File: config.mk
export PLATFORM = sky130hd
export DESIGN_NAME = sga_render_engine
export DESIGN_NICKNAME = d
export VERILOG_FILES = /design/src/rtl/sga_pkg.sv /design/src/rtl/sga_cell_classifier.sv /design/src/rtl/sga_render_engine.sv
export SDC_FILE = /design/constraint.sdc
export NUM_CORES = 1
export LEC_CHECK = 0
export ABC_AREA = 1
export CORE_ASPECT_RATIO = 1.75
export CORE_MARGIN = 8
export CORE_UTILIZATION = 60
export DETAILED_ROUTE_END_ITERATION = 10
export DONT_BUFFER_PORTS = 1
export GPL_TIMING_DRIVEN = 0
export PLACE_DENSITY = 0.79
export SETUP_SLACK_MARGIN = 0.05
export SLEW_MARGIN = 20
export SYNTH_ARGS = -nofsm -noshare
export SYNTH_HDL_FRONTEND = slang
export SYNTH_SLANG_ARGS = --single-unit
File: constraint.sdc
create_clock -name clock -period 2.9 [get_ports clock]
set_input_delay 0.29 -clock clock [delete_from_list [all_inputs] [get_ports clock]]
set_output_delay 0.29 -clock clock [all_outputs]
set_load 0.005 [all_outputs]
File: src/rtl/sga_pkg.sv
// Shared constants for the Snake Game Arcade datapath: pixel codes, render
// state encodings and default board dimensions.
package sga_pkg;

  localparam int unsigned DEF_ROWS    = 16;
  localparam int unsigned DEF_COLS    = 16;
  localparam int unsigned DEF_COLOR_W = 2;

  localparam int unsigned PIX_EMPTY = 0;
  localparam int unsigned PIX_BODY  = 1;
  localparam int unsigned PIX_HEAD  = 2;
  localparam int unsigned PIX_APPLE = 3;

  typedef enum logic [1:0] {
    ST_IDLE  = 2'd0,
    ST_WRITE = 2'd1,
    ST_WAIT  = 2'd2,
    ST_DONE  = 2'd3
  } render_state_e;

endpackage

File: src/rtl/sga_cell_classifier.sv
// Combinational cell classifier: head beats apple beats body beats empty.
module sga_cell_classifier
  import sga_pkg::*;
#(
  parameter int unsigned CELLS   = DEF_ROWS * DEF_COLS,
  parameter int unsigned AW      = $clog2(CELLS),
  parameter int unsigned COLOR_W = DEF_COLOR_W
) (
  input  logic [AW-1:0]      idx,
  input  logic [AW-1:0]      head,
  input  logic [AW-1:0]      apple,
  input  logic               apple_valid,
  input  logic [CELLS-1:0]   body_map,
  output logic [COLOR_W-1:0] color
);

  always_comb begin
    color = COLOR_W'(PIX_EMPTY);
    if (idx == head)                       color = COLOR_W'(PIX_HEAD);
    else if (apple_valid && idx == apple)  color = COLOR_W'(PIX_APPLE);
    else if (body_map[idx])                color = COLOR_W'(PIX_BODY);
  end

endmodule

File: src/rtl/sga_render_engine.sv
// Frame renderer: walks board cells in raster order under credit control from
// the control unit and writes each classified cell over a valid/ready port.
module sga_render_engine
  import sga_pkg::*;
#(
  parameter int unsigned ROWS    = DEF_ROWS,
  parameter int unsigned COLS    = DEF_COLS,
  parameter int unsigned COLOR_W = DEF_COLOR_W,
  localparam int unsigned CELLS  = ROWS * COLS,
  localparam int unsigned AW     = $clog2(CELLS)
) (
  input  logic               clock,
  input  logic               restart,
  input  logic               render_clr,
  input  logic               render_count,
  input  logic [AW-1:0]      head_pos,
  input  logic [AW-1:0]      apple_pos,
  input  logic               apple_valid,
  input  logic [CELLS-1:0]   body_map,
  input  logic               fb_ready,
  output logic               fb_valid,
  output logic [AW-1:0]      fb_addr,
  output logic [COLOR_W-1:0] fb_color,
  output logic               render_finish,
  output logic [1:0]         db_state
);

  localparam logic [AW-1:0] LAST = AW'(CELLS - 1);

  render_state_e state_q, state_n;
  logic [AW-1:0] idx_q, idx_n;
  logic [AW-1:0] cred_q, cred_n;
  logic [AW-1:0] head_q, head_n, apple_q, apple_n;
  logic          av_q, av_n;
  logic          adv, inc;
  logic [COLOR_W-1:0] color_n;

  // Color is classified from the next index so it registers alongside fb_addr.
  sga_cell_classifier #(.CELLS(CELLS), .AW(AW), .COLOR_W(COLOR_W)) u_classifier (
    .idx         (idx_n),
    .head        (head_n),
    .apple       (apple_n),
    .apple_valid (av_n),
    .body_map    (body_map),
    .color       (color_n)
  );

  always_comb begin
    state_n = state_q;
    idx_n   = idx_q;
    cred_n  = cred_q;
    head_n  = head_q;
    apple_n = apple_q;
    av_n    = av_q;
    adv     = 1'b0;
    inc     = 1'b0;
    if (render_clr) begin
      head_n  = head_pos;
      apple_n = apple_pos;
      av_n    = apple_valid;
      idx_n   = '0;
      cred_n  = '0;
      state_n = ST_WRITE;
    end else begin
      unique case (state_q)
        ST_WRITE: begin
          inc = render_count;
          if (fb_ready) begin
            if (idx_q == LAST)                          state_n = ST_DONE;
            else if (cred_q != '0 || render_count)      adv = 1'b1;
            else                                        state_n = ST_WAIT;
          end
        end
        ST_WAIT: begin
          inc = render_count;
          if (cred_q != '0 || render_count) begin
            adv     = 1'b1;
            state_n = ST_WRITE;
          end
        end
        default: ;
      endcase
      // A grant and an advance in the same cycle cancel out.
      if (inc && !adv) begin
        if (cred_q != LAST) cred_n = cred_q + AW'(1);
      end else if (!inc && adv) begin
        cred_n = cred_q - AW'(1);
      end
      if (adv) idx_n = idx_q + AW'(1);
    end
  end

  always_ff @(posedge clock or posedge restart) begin
    if (restart) begin
      state_q       <= ST_IDLE;
      idx_q         <= '0;
      cred_q        <= '0;
      head_q        <= '0;
      apple_q       <= '0;
      av_q          <= 1'b0;
      fb_valid      <= 1'b0;
      fb_addr       <= '0;
      fb_color      <= '0;
      render_finish <= 1'b0;
    end else begin
      state_q       <= state_n;
      idx_q         <= idx_n;
      cred_q        <= cred_n;
      head_q        <= head_n;
      apple_q       <= apple_n;
      av_q          <= av_n;
      fb_valid      <= (state_n == ST_WRITE);
      fb_addr       <= idx_n;
      fb_color      <= color_n;
      render_finish <= (state_n == ST_DONE);
    end
  end

  assign db_state = state_q;

endmodule

* Yosys cells after proc, flatten, opt, wreduce, memory -nomap -nowiden
Index checks and enable logic that the tools add are counted.
** Word-level totals
- Word-level logic and storage cells :: 59
- Register bits :: 39
** Cells by class
- Order comparisons :: 1
- Add/subtract/negate cells :: 3
- Reduce and logical (&&, ||, !) cells :: 10
- Equal/unequal tests :: 9
- Mux-type cells :: 27
** Operator list (count)
- $mux 8 :: 8
- $add 8x1->8 const B :: 2
- $eq 8x8->1 :: 2
- $mux 2 :: 7
- $lt 8x9->1 const B :: 1
- $mux 1 :: 9
- $bmux 1 s8 :: 1
- $eq 8x8->1 const B :: 1
- $ne 8x8->1 const B :: 1
- $reduce_bool 8->1 :: 1
- $sub 8x1->8 const B :: 1
- $eq 2x1->1 const B :: 2
- $eq 2x2->1 const B :: 2
- $pmux 2 s2 :: 1
- $logic_and 1x1->1 :: 3
- $ne 3x2->1 const B :: 1
- $reduce_bool 3->1 :: 1
- $logic_not 1->1 :: 2
- $pmux 1 s2 :: 1
- $reduce_and 2->1 :: 1
- $reduce_or 2->1 :: 1
- $logic_or 1x1->1 :: 1

* Longest topological paths before layout
Gate-level depths: netlist of run 1.
- Word-level depth :: 14
- Gate-level depth with buffers :: 24
- Mapped depth without buffers :: 24

* Cells and area by module
Synthesis of run 1 repeated with hierarchy kept, for this count alone.
** Unflattened totals
- Cell total of the unflattened synthesis :: 888
- Area, all modules :: 5081.1 µm²
** Modules (own cells, without submodules)
- sga_cell_classifier :: cells each 612, area an instance 2877.8 µm², instances 1, sequential area each 0.0 µm²
- sga_render_engine :: cells each 276, area an instance 2203.4 µm², instances 1, sequential area each 975.9 µm²

* Worst setup path before layout of run 1
OpenSTA, ideal clock, no wires.
- Path type :: register -> register
- Start point :: register idx_q[0]
- End point :: register cred_q[7]
- Arrival :: 2.634 ns
- Cell stages (with the launch flop) :: 19
- Required time :: 2.771 ns
- Path buffers :: 0
- Period minus slack after synthesis :: 2.763 ns
- Setup slack :: 0.137 ns
- Path through :: dfrtp_1 > ha_1 > nand2_1 > nor2_2 > nand2_1 > nand2_2 > nand2_4 > nand2_4 > nand3_1 > ha_1 > a21oi_1 > nand2_1 > a21oi_1 > o21bai_1 > nand2_1 > nand2_1 > a21oi_1 > xor2_1 > o21ai_0
** On the way
- Longest elaborated chain between the ends :: 9
** Ends and longest elaborated chain
- start, declared :: RTL line sga_render_engine.sv:31 : logic [AW-1:0] idx_q, idx_n;
- start signal, assigned :: RTL line sga_render_engine.sv:107 : idx_q <= idx_n;
- $eq 8x8->1 * :: RTL line sga_render_engine.sv:69 : if (idx_q == LAST) state_n = ST_DONE;
- $mux 1 * :: RTL line sga_render_engine.sv:69
- $mux 1 * :: RTL line sga_render_engine.sv:68 : if (fb_ready) begin
- $pmux 1 s2 * :: RTL line sga_render_engine.sv:65 : unique case (state_q)
- $mux 1 * :: RTL line sga_render_engine.sv:57 : if (render_clr) begin
- $logic_not 1->1 :: RTL line sga_render_engine.sv:84 : if (inc && !adv) begin
- $logic_and 1x1->1 :: RTL line sga_render_engine.sv:84
- $ne 3x2->1 (no line), or another cell as far along
- $reduce_and 2->1 (no line) / $mux 8 (equally long branches)
- end signal, assigned :: RTL line sga_render_engine.sv:108 : cred_q <= cred_n;
- end, declared :: RTL line sga_render_engine.sv:32 : logic [AW-1:0] cred_q, cred_n;
Every way passes the cells marked *; elsewhere a longest branch is shown, timed or not. The select of a mux whose other input is x is not followed.
A chain may end at the register's enable or synchronous reset.

* Worst setup path after layout of run 1
- Start point :: register idx_q[7]
- End point :: register fb_color[0]
** On the way
- Longest elaborated chain between the ends :: 12
** Ends and longest elaborated chain
- $eq 8x8->1 :: RTL line sga_render_engine.sv:69
- $mux 1 :: RTL line sga_render_engine.sv:69
- $mux 1 :: RTL line sga_render_engine.sv:68
- $pmux 1 s2 :: RTL line sga_render_engine.sv:65
- $mux 1 :: RTL line sga_render_engine.sv:57
- $mux 8 * :: RTL line sga_render_engine.sv:89 : if (adv) idx_n = idx_q + AW'(1);
- $mux 8 * :: RTL line sga_render_engine.sv:57
- $bmux 1 s8 :: RTL line sga_cell_classifier.sv:21 : else if (body_map[idx]) color = COLOR_W'(PIX_BODY);
- $mux 1 (implied by the code) :: RTL line sga_cell_classifier.sv:21
- $mux 1 :: RTL line sga_cell_classifier.sv:21
- $mux 2 :: RTL line sga_cell_classifier.sv:20 : else if (apple_valid && idx == apple) color = COLOR_W'(PIX_APPLE);
- $mux 2 * :: RTL line sga_cell_classifier.sv:19 : if (idx == head) color = COLOR_W'(PIX_HEAD);
- via color_n[0] :: RTL line sga_render_engine.sv:36 : logic [COLOR_W-1:0] color_n;
- end signal, assigned :: RTL line sga_render_engine.sv:114 : fb_color <= color_n;
- end, declared :: RTL line sga_render_engine.sv:23 : output logic [COLOR_W-1:0] fb_color,
Mark *: on every way through the listed nets, which the timed path passes. The rest lies on a longest branch. The select of a mux whose other input is x is not followed.

==> qor.yml, run 1 <==
io_pins: 292
status: "finished with violations"
syn2layout_area_growth_pct: 32.8
gp_congestion: 0.999
synth_area_mm2: 0.00590
first_iter_violations: 934
slowest_delay_ns: 0.43
clock-sinks: 39
final_hold_viol_count: 0
grt_usage_pct: 38.1
final_cell_mix: "nand2_1, inv_1, nand3_1"
viasPerCell: 6.56
worst_path_most_repeated_cell: "nand2_2"
wl_mm: 30.0
hp-start: "apple_valid"
syn-num-nets: 1370
coreArea_mm2: 0.00973
cts_root_buf: "clkbuf_16"
grt_pass1_vias: 7818
swShare_pct: 54.9
cts_buffers: 5
initial_core_util_pct: 60.7
grt_max_degree: 25
p_leak_nw: 4.28
p_comb_share_pct: 82.9
seq_area_frac_synth_pct: 16.5
antenna_cells: 0
die-area_mm2: 0.0134
slew_headroom_pct: 58.8
cp_slowest_cell: "dfrtp_1"
startpoint: "idx_q[7]"
p_total_mw: 8.26
seqPwrFrac_pct: 10.4
power.switching_mw: 4.53
seq_area_um2: 983
worstPathCellList: "nand2_1 > nor2_1 > nand2_2 > nand2_2 > nand2_4 > nand2_8 > nand2_8 > nand3_4 > buf_6 > clkbuf_16 > buf_8 > nand2_2 > nand3_1 > nand3_1 > nand3_1 > nand2_1 > nand2_1 > nand3_2 > nand3_2 > nand2_2 > nand2_2 > nand3_2 > nand2_1 > inv_1"
ys_seq_elements: 39
grt_pass1_wl_mm: 40.5
fill_cells: 713
post-place-ws_ns: -0.453
drc_errors: 0
fin_crit_sh_pct: 106
row_count: 48
multiInputGateArea_mm2: 0.00451
cts_buffer_depth: 2
path_max_fanout: 7
htreeDepth: 2
final_common_cell: "nand2_1"
fin_ws_ns: -0.185
antenna_left: 0
max-vdd-ir-drop_mv: 0.609
syn_avg_cell_area_um2: 5.46
rsz0062_at_grt: "true"
setup_viol: 4
die_h_um: 147
clk-insertion-delay-late_ns: 0.29
yosysWarnings: 0
maxCapViolations: 0
wl_per_cell_um: 23.8
required_ns: 3.09
hold_path_class: "in -> reg"
grt-ovfl-total: 0
r2r-start: "idx_q[7]"
nNetsFinal: 1424
final_max_slew_viol_count: 0
cts_tree: "done"
dpl.hpwl_mm: 20.8
synth_top_cell_by_area: "nand2_1"
clkTransAtPathRegs_ns: 0.06
synth_area_leaders: "nand2_1, nand3_1, dfrtp_1"
vias: 8274
arrival_ns: 3.28
min_period_ns: 3.09
pwr_density_cell_mw_per_mm2: 1050
die_w_um: 91.0
numPortBuffers: 0
drive_gt1_share_pct: 27.2
critical_path_class: "reg -> reg"
cp-end-kind: "register"
firstDrtPassIters: 6
finClkSkew_ns: 0.00292
antenna_found_initial: 0
post-synth-top-area-fraction_pct: 19.6
critPathLaunchType: "register"
violations: "negative setup slack"
worstMarginPinSlew_ns: 0.618
max_freq_ghz: 0.324
power_frac_clock_pct: 6.7
p_int_mw: 3.72
syn_inst: 1082
synth_cell_types: 38
==> final cells by class <==
| cell class | count | share of cell area [%] |
|---|---|---|
| plain buffers | 73 | 7.18 |
| clock buffers | 5 | 1.60 |
| clock inverters | 3 | 0.255 |
| inverters | 228 | 11.1 |
| multi-input cells | 742 | 57.5 |
| flip-flops and latches | 39 | 12.5 |
| well taps | 125 | 1.99 |
| repair buffers | 47 | 7.83 |
==> cell usage after synthesis <==
master and count:
nand2_1 309, inv_1 221, nand3_1 216, nand4_1 93, dfrtp_1 39, buf_2 35, nor2_1 19, clkbuf_1 18
o21ai_0 16, buf_4 15, o21ai_1 12, xor2_1 10, ha_1 9, xnor2_1 9, inv_2 7, a21oi_1 6
o22ai_1 6, buf_1 5, nor3_1 5, nand3_2 4, or2_2 4, nand2_4 3, nor2_4 3, a2111oi_0 2
a31oi_1 2, nand2_2 2, a21oi_2 1, a31o_2 1, buf_6 1, fa_1 1, nand3_4 1, nand3b_1 1
nor2_2 1, nor3b_1 1, nor4_1 1, o211ai_1 1, o21bai_1 1, o311ai_0 1
==> kinds of logic (layout without fill, tap and decap cells) <==
logic type                 count (synthesis)  count (layout)  share of synthesized area (%)
and+or+nand+nor                          663             664                           52.7
DFF                                       39              39                           16.5
adders and majority gates                 10              10                           2.25
buffers and inverters                    302             356                           21.0
AOI/OAI and AO/OA                         49              49                           4.73
xor gates and xnor gates                  19              19                           2.82
==> stage by stage <==
step,std cells,setup TNS [ns],util [%],cell area (um^2),hold slack [ns]
finish,1262,-0.354,80.6,7840,0.153
global placement,1207,-1.07,62.3,6060,0.449
CTS,1244,0,71.1,6920,0.154
detailed placement,1208,-1.58,62.6,6090,0.184
floorplan,1082,0,-,5900,0.426
global route,1262,-1.79,80.6,7840,0.152
==> per-layer routing <==
| metal | GRT usage, % | routed length [um] | vias to the layer above |
|---|---|---|---|
| met5 | 0 | 0 | - |
| met4 | 28.8 | 2600 | 0 |
| met3 | 9.40 | 3240 | 230 |
| met2 | 66.4 | 14800 | 765 |
| met1 | 38.0 | 9400 | 3702 |
| li1 | - | - | 3577 |
==> timing repair <==
item,CTS,global route
pin swaps,39,76
setup endpoints to repair,6,8
cloned,3,8
hold buffers,1,0
endpoints found under the hold margin,15,0
buffers inserted,25,13
gates resized for setup,99,186
==> path summary, 6_finish.rpt <==
kind | to | slack, ns | depth (start not counted)
setup / recovery | fb_color[0] | -0.19 | 24
hold / removal | av_q | 0.15 | 2
setup reg to reg | fb_color[0] | -0.19 | 24
hold reg to reg | apple_q[1] | 0.49 | 2
max in group asynchronous | idx_q[0] | 1.97 | 3
min in group asynchronous | av_q | 0.45 | 2
==> flip-flops by register name (all words and copies together) (netlist names) <==
register,cells
idx_q,8
cred_q,8
head_q,8
fb_valid,1
render_finish,1
fb_color,2
av_q,1
db_state,2
apple_q,8
==> worst max-delay path: cells and delay by family (launching register included) <==
family	cells	cell delay (ns)
AND/OR/NAND/NOR	20	2.07
buffers and inverters	4	0.45
flip-flops	1	0.43
==> power by group through the flow <==
stage | combinational (mW) | clock (mW) | sequential [mW]
3_3_place_gp | 4.49 | 0 | 0.817
3_5_place_dp | 4.54 | 0 | 0.824
6_report | 6.85 | 0.554 | 0.855
2_1_floorplan | 3.38 | 0 | 0.774
5_1_grt | 7.23 | 0.569 | 0.869
4_1_cts | 5.33 | 0.544 | 0.825
(Power assumes the default switching activity.)
==> run 2, diff against run 1 <==
--- a/config.mk
+++ b/config.mk
@@ -6,13 +6,15 @@
 export NUM_CORES = 1
 export LEC_CHECK = 0
 export ABC_AREA = 1
+export CELL_PAD_IN_SITES_DETAIL_PLACEMENT = 1
+export CELL_PAD_IN_SITES_GLOBAL_PLACEMENT = 2
 export CORE_ASPECT_RATIO = 1.75
 export CORE_MARGIN = 8
-export CORE_UTILIZATION = 60
+export CORE_UTILIZATION = 27
 export DETAILED_ROUTE_END_ITERATION = 10
 export DONT_BUFFER_PORTS = 1
 export GPL_TIMING_DRIVEN = 0
-export PLACE_DENSITY = 0.79
+export PLACE_DENSITY_LB_ADDON = 0.1
 export SETUP_SLACK_MARGIN = 0.05
 export SLEW_MARGIN = 20
 export SYNTH_ARGS = -nofsm -noshare
==> qor.yml, run 2 (synthesis results as in run 1) <==
clkTransAtPathRegs_ns: 0.06  # about the same
min_path_cells: 2  # unchanged
vias: 7206  # was 8,274
grtUsageMet2_pct: 45.6  # was 66.4%
power.switching_mw: 4.02  # was 4.53 mW
p_total_mw: 7.52  # was 8.26 mW
drive_gt1_share_pct: 17.0  # was 27.2%
pwr_density_cell_mw_per_mm2: 1030  # was 1050 mW/mm^2
drc_errors: 0  # unchanged
path_max_fanout: 10  # was 7
required_ns: 3.09  # about the same
cts_tree: "done"  # unchanged
initial_core_util_pct: 27.5  # was 60.7%
max-vdd-ir-drop_mv: 0.318  # was 0.609 mV
numPortBuffers: 0  # unchanged
fin_crit_sh_pct: 97.7  # was 106%
worst_path_most_repeated_cell: "nand2_1"  # was nand2_2
arrival_ns: 3.02  # was 3.28 ns
r2r-start: "idx_q[0]"  # was idx_q[7]
die_h_um: 212  # was 147 um
grt_pass1_vias: 7935  # was 7,818
io_pins: 292  # unchanged
final_common_cell: "nand2_1"  # unchanged
cts_root_buf: "clkbuf_16"  # unchanged
clock-sinks: 39  # unchanged
antenna_found_initial: 2  # was 0
slowest_delay_ns: 0.49  # was 0.43 ns
htreeDepth: 2  # unchanged
cts_buffer_depth: 2  # unchanged
final_max_slew_viol_count: 0  # unchanged
seqPwrFrac_pct: 11.2  # was 10.4%
cp_slowest_cell: "dfrtp_2"  # was dfrtp_1
grt_max_degree: 33  # was 25
maxCapViolations: 0  # unchanged
grt-ovfl-total: 0  # unchanged
reg2reg_depth: 23  # was 24
grt_usage_pct: 23.0  # was 38.1%
globalRouteMet3Util_pct: 3.80  # was 9.40%
r2r_end: "fb_color[0]"  # unchanged
p_int_mw: 3.50  # was 3.72 mW
grt_pass1_wl_mm: 47.2  # was 40.5 mm
final_cell_mix: "nand2_1, inv_1, nand3_1"  # unchanged
coreArea_mm2: 0.0215  # was 0.00973 mm^2
critPathLaunchType: "register"  # unchanged
dpl.hpwl_mm: 26.3  # was 20.8 mm
cp-end-kind: "register"  # unchanged
syn2layout_area_growth_pct: 24.2  # was 32.8%
use_met1_pct: 23.6  # was 38.0%
die_w_um: 128  # was 91.0 um
setup_viol: 0  # was 4
die-area_mm2: 0.0270  # was 0.0134 mm^2
regToRegSetupSlack_ns: 0.07  # was -0.19 ns
rsz0062_at_grt: "true"  # unchanged
top_usage_layer: "met2"  # unchanged
critical_path_class: "reg -> reg"  # unchanged
p_comb_share_pct: 79.2  # was 82.9%
status: "completed"  # was finished with violations
worstPathCellList: "ha_4 > nand2_4 > nor2_4 > nand2_2 > nand2_2 > nand2_4 > nand2_8 > nand2_8 > buf_2 > buf_4 > nand4_1 > nand3_1 > nand2_1 > nand2_1 > nand3_1 > nand3_2 > nand3_2 > nand3_1 > nand2_1 > nand2_1 > nand3_1 > nand2_1 > inv_1"  # was nand2_1 > nor2_1 > nand2_2 > nand2_2 > nand2_4 > nand2_8 > nand2_8 > nand3_4 > buf_6 > clkbuf_16 > buf_8 > nand2_2 > nand3_1 > nand3_1 > nand3_1 > nand2_1 > nand2_1 > nand3_2 > nand3_2 > nand2_2 > nand2_2 > nand3_2 > nand2_1 > inv_1
wl_mm: 32.0  # was 30.0 mm
row_count: 71  # was 48
swShare_pct: 53.5  # was 54.9%
firstDrtPassIters: 4  # was 6
wl_per_cell_um: 22.6  # was 23.8 um
viasPerCell: 5.10  # was 6.56
first_iter_violations: 299  # was 934
hold_path_class: "in -> reg"  # unchanged
finClkSkew_ns: 0.00691  # was 0.00292 ns
holdPathEnd: "av_q"  # unchanged
cts_buffers: 5  # unchanged
fill_cells: 2933  # was 713
min_period_ns: 2.83  # was 3.09 ns
clk-insertion-delay-late_ns: 0.29  # about the same
dpl_cell_area_mm2: 0.00629  # was 0.00609 mm^2
final_hold_viol_count: 0  # unchanged
hp-start: "apple_valid"  # unchanged
gp_congestion: 0.816  # was 0.999
antenna_left: 0  # unchanged
p_leak_nw: 4.02  # was 4.28 nW
max_freq_ghz: 0.353  # was 0.324 GHz
worstMarginPinSlew_ns: 0.719  # was 0.618 ns
slew_headroom_pct: 52.0  # was 58.8%
postLayoutCellArea_mm2: 0.00733  # was 0.00784 mm^2
power_frac_clock_pct: 9.6  # was 6.7%
nNetsFinal: 1407  # was 1,424
run 2: cell types whose count changed in the layout (fill, tap and decap cells not counted), sizes merged:
cell,delta
clkbuf,-12
buf,-4
bufinv,+2
diode,+2
clkinv,-1
clkinvlp,-1
nand3,-1
run 2: layout make-up:
class / instances / area [um^2] / share of cell area [%]
multi-input cells: 741 / 4040 / 55.1
flip-flops and latches: 39 / 982 / 13.4
inverters: 228 / 866 / 11.8
plain buffers: 73 / 603 / 8.23
well taps: 292 / 365 / 4.98
repair buffers: 31 / 280 / 3.82
clock buffers: 5 / 125 / 1.71
clock inverters: 3 / 67.6 / 0.922
diodes: 2 / 5.00 / 0.0683
run 2: timing repair:
action,in CTS,in global routing
pin swaps,15,24
hold buffers,1,0
endpoints found under the hold margin,7,0
endpoints found under the setup margin,7,5
resized for setup,102,63
cloned,1,0
setup buffers,16,12
run 2: power by group through the flow:
stage                     clock network (mW)  registers [mW]  logic [mW]
after global placement                     0           0.836        4.83
after global routing                   0.754           0.865        6.54
final                                  0.723           0.844        5.95
after CTS                              0.739           0.847        5.56
after floorplan                            0           0.774        3.38
after detailed placement                   0           0.839        4.83
run 2: worst max-delay path by stage:
stage | cells past startpoint | start | slack (ns) | endpoint
after detailed placement | 18 | idx_q[0] | -0.66 | cred_q[7]
after global routing | 22 | db_state[0] | -0.13 | fb_color[0]
after CTS | 23 | idx_q[0] | -0.04 | fb_color[0]
after floorplan | 18 | idx_q[0] | 0.14 | cred_q[7]
final | 23 | idx_q[0] | 0.07 | fb_color[0]
after global placement | 18 | idx_q[0] | -0.62 | cred_q[7]
run 2: through the flow:
stage | TNS, ns | worst slack, ns | hold slack [ns] | utilization [%] | instances
after floorplan | 0 | 0.137 | 0.426 | - | 1082
after global placement | -2.70 | -0.619 | 0.445 | 29.2 | 1374
after detailed placement | -2.99 | -0.664 | 0.104 | 29.3 | 1375
after CTS | -0.0374 | -0.0374 | 0.148 | 32.6 | 1400
after global routing | -0.305 | -0.130 | 0.171 | 34.1 | 1414
final | 0 | 0.0673 | 0.158 | 34.1 | 1414
run 2: routing by layer:
layer / share of wire, % / up-vias
met5: 0 / -
met4: 2.1 / 0
met3: 4.7 / 28
met2: 57 / 198
met1: 36 / 3454
li1: - / 3526
run 2: critical path, delay by kind of cell (launching register included):
family | cells | cell delay [ns]
simple gates | 19 | 1.58
flops | 1 | 0.49
buf+inv | 3 | 0.46
fa+ha+maj | 1 | 0.20
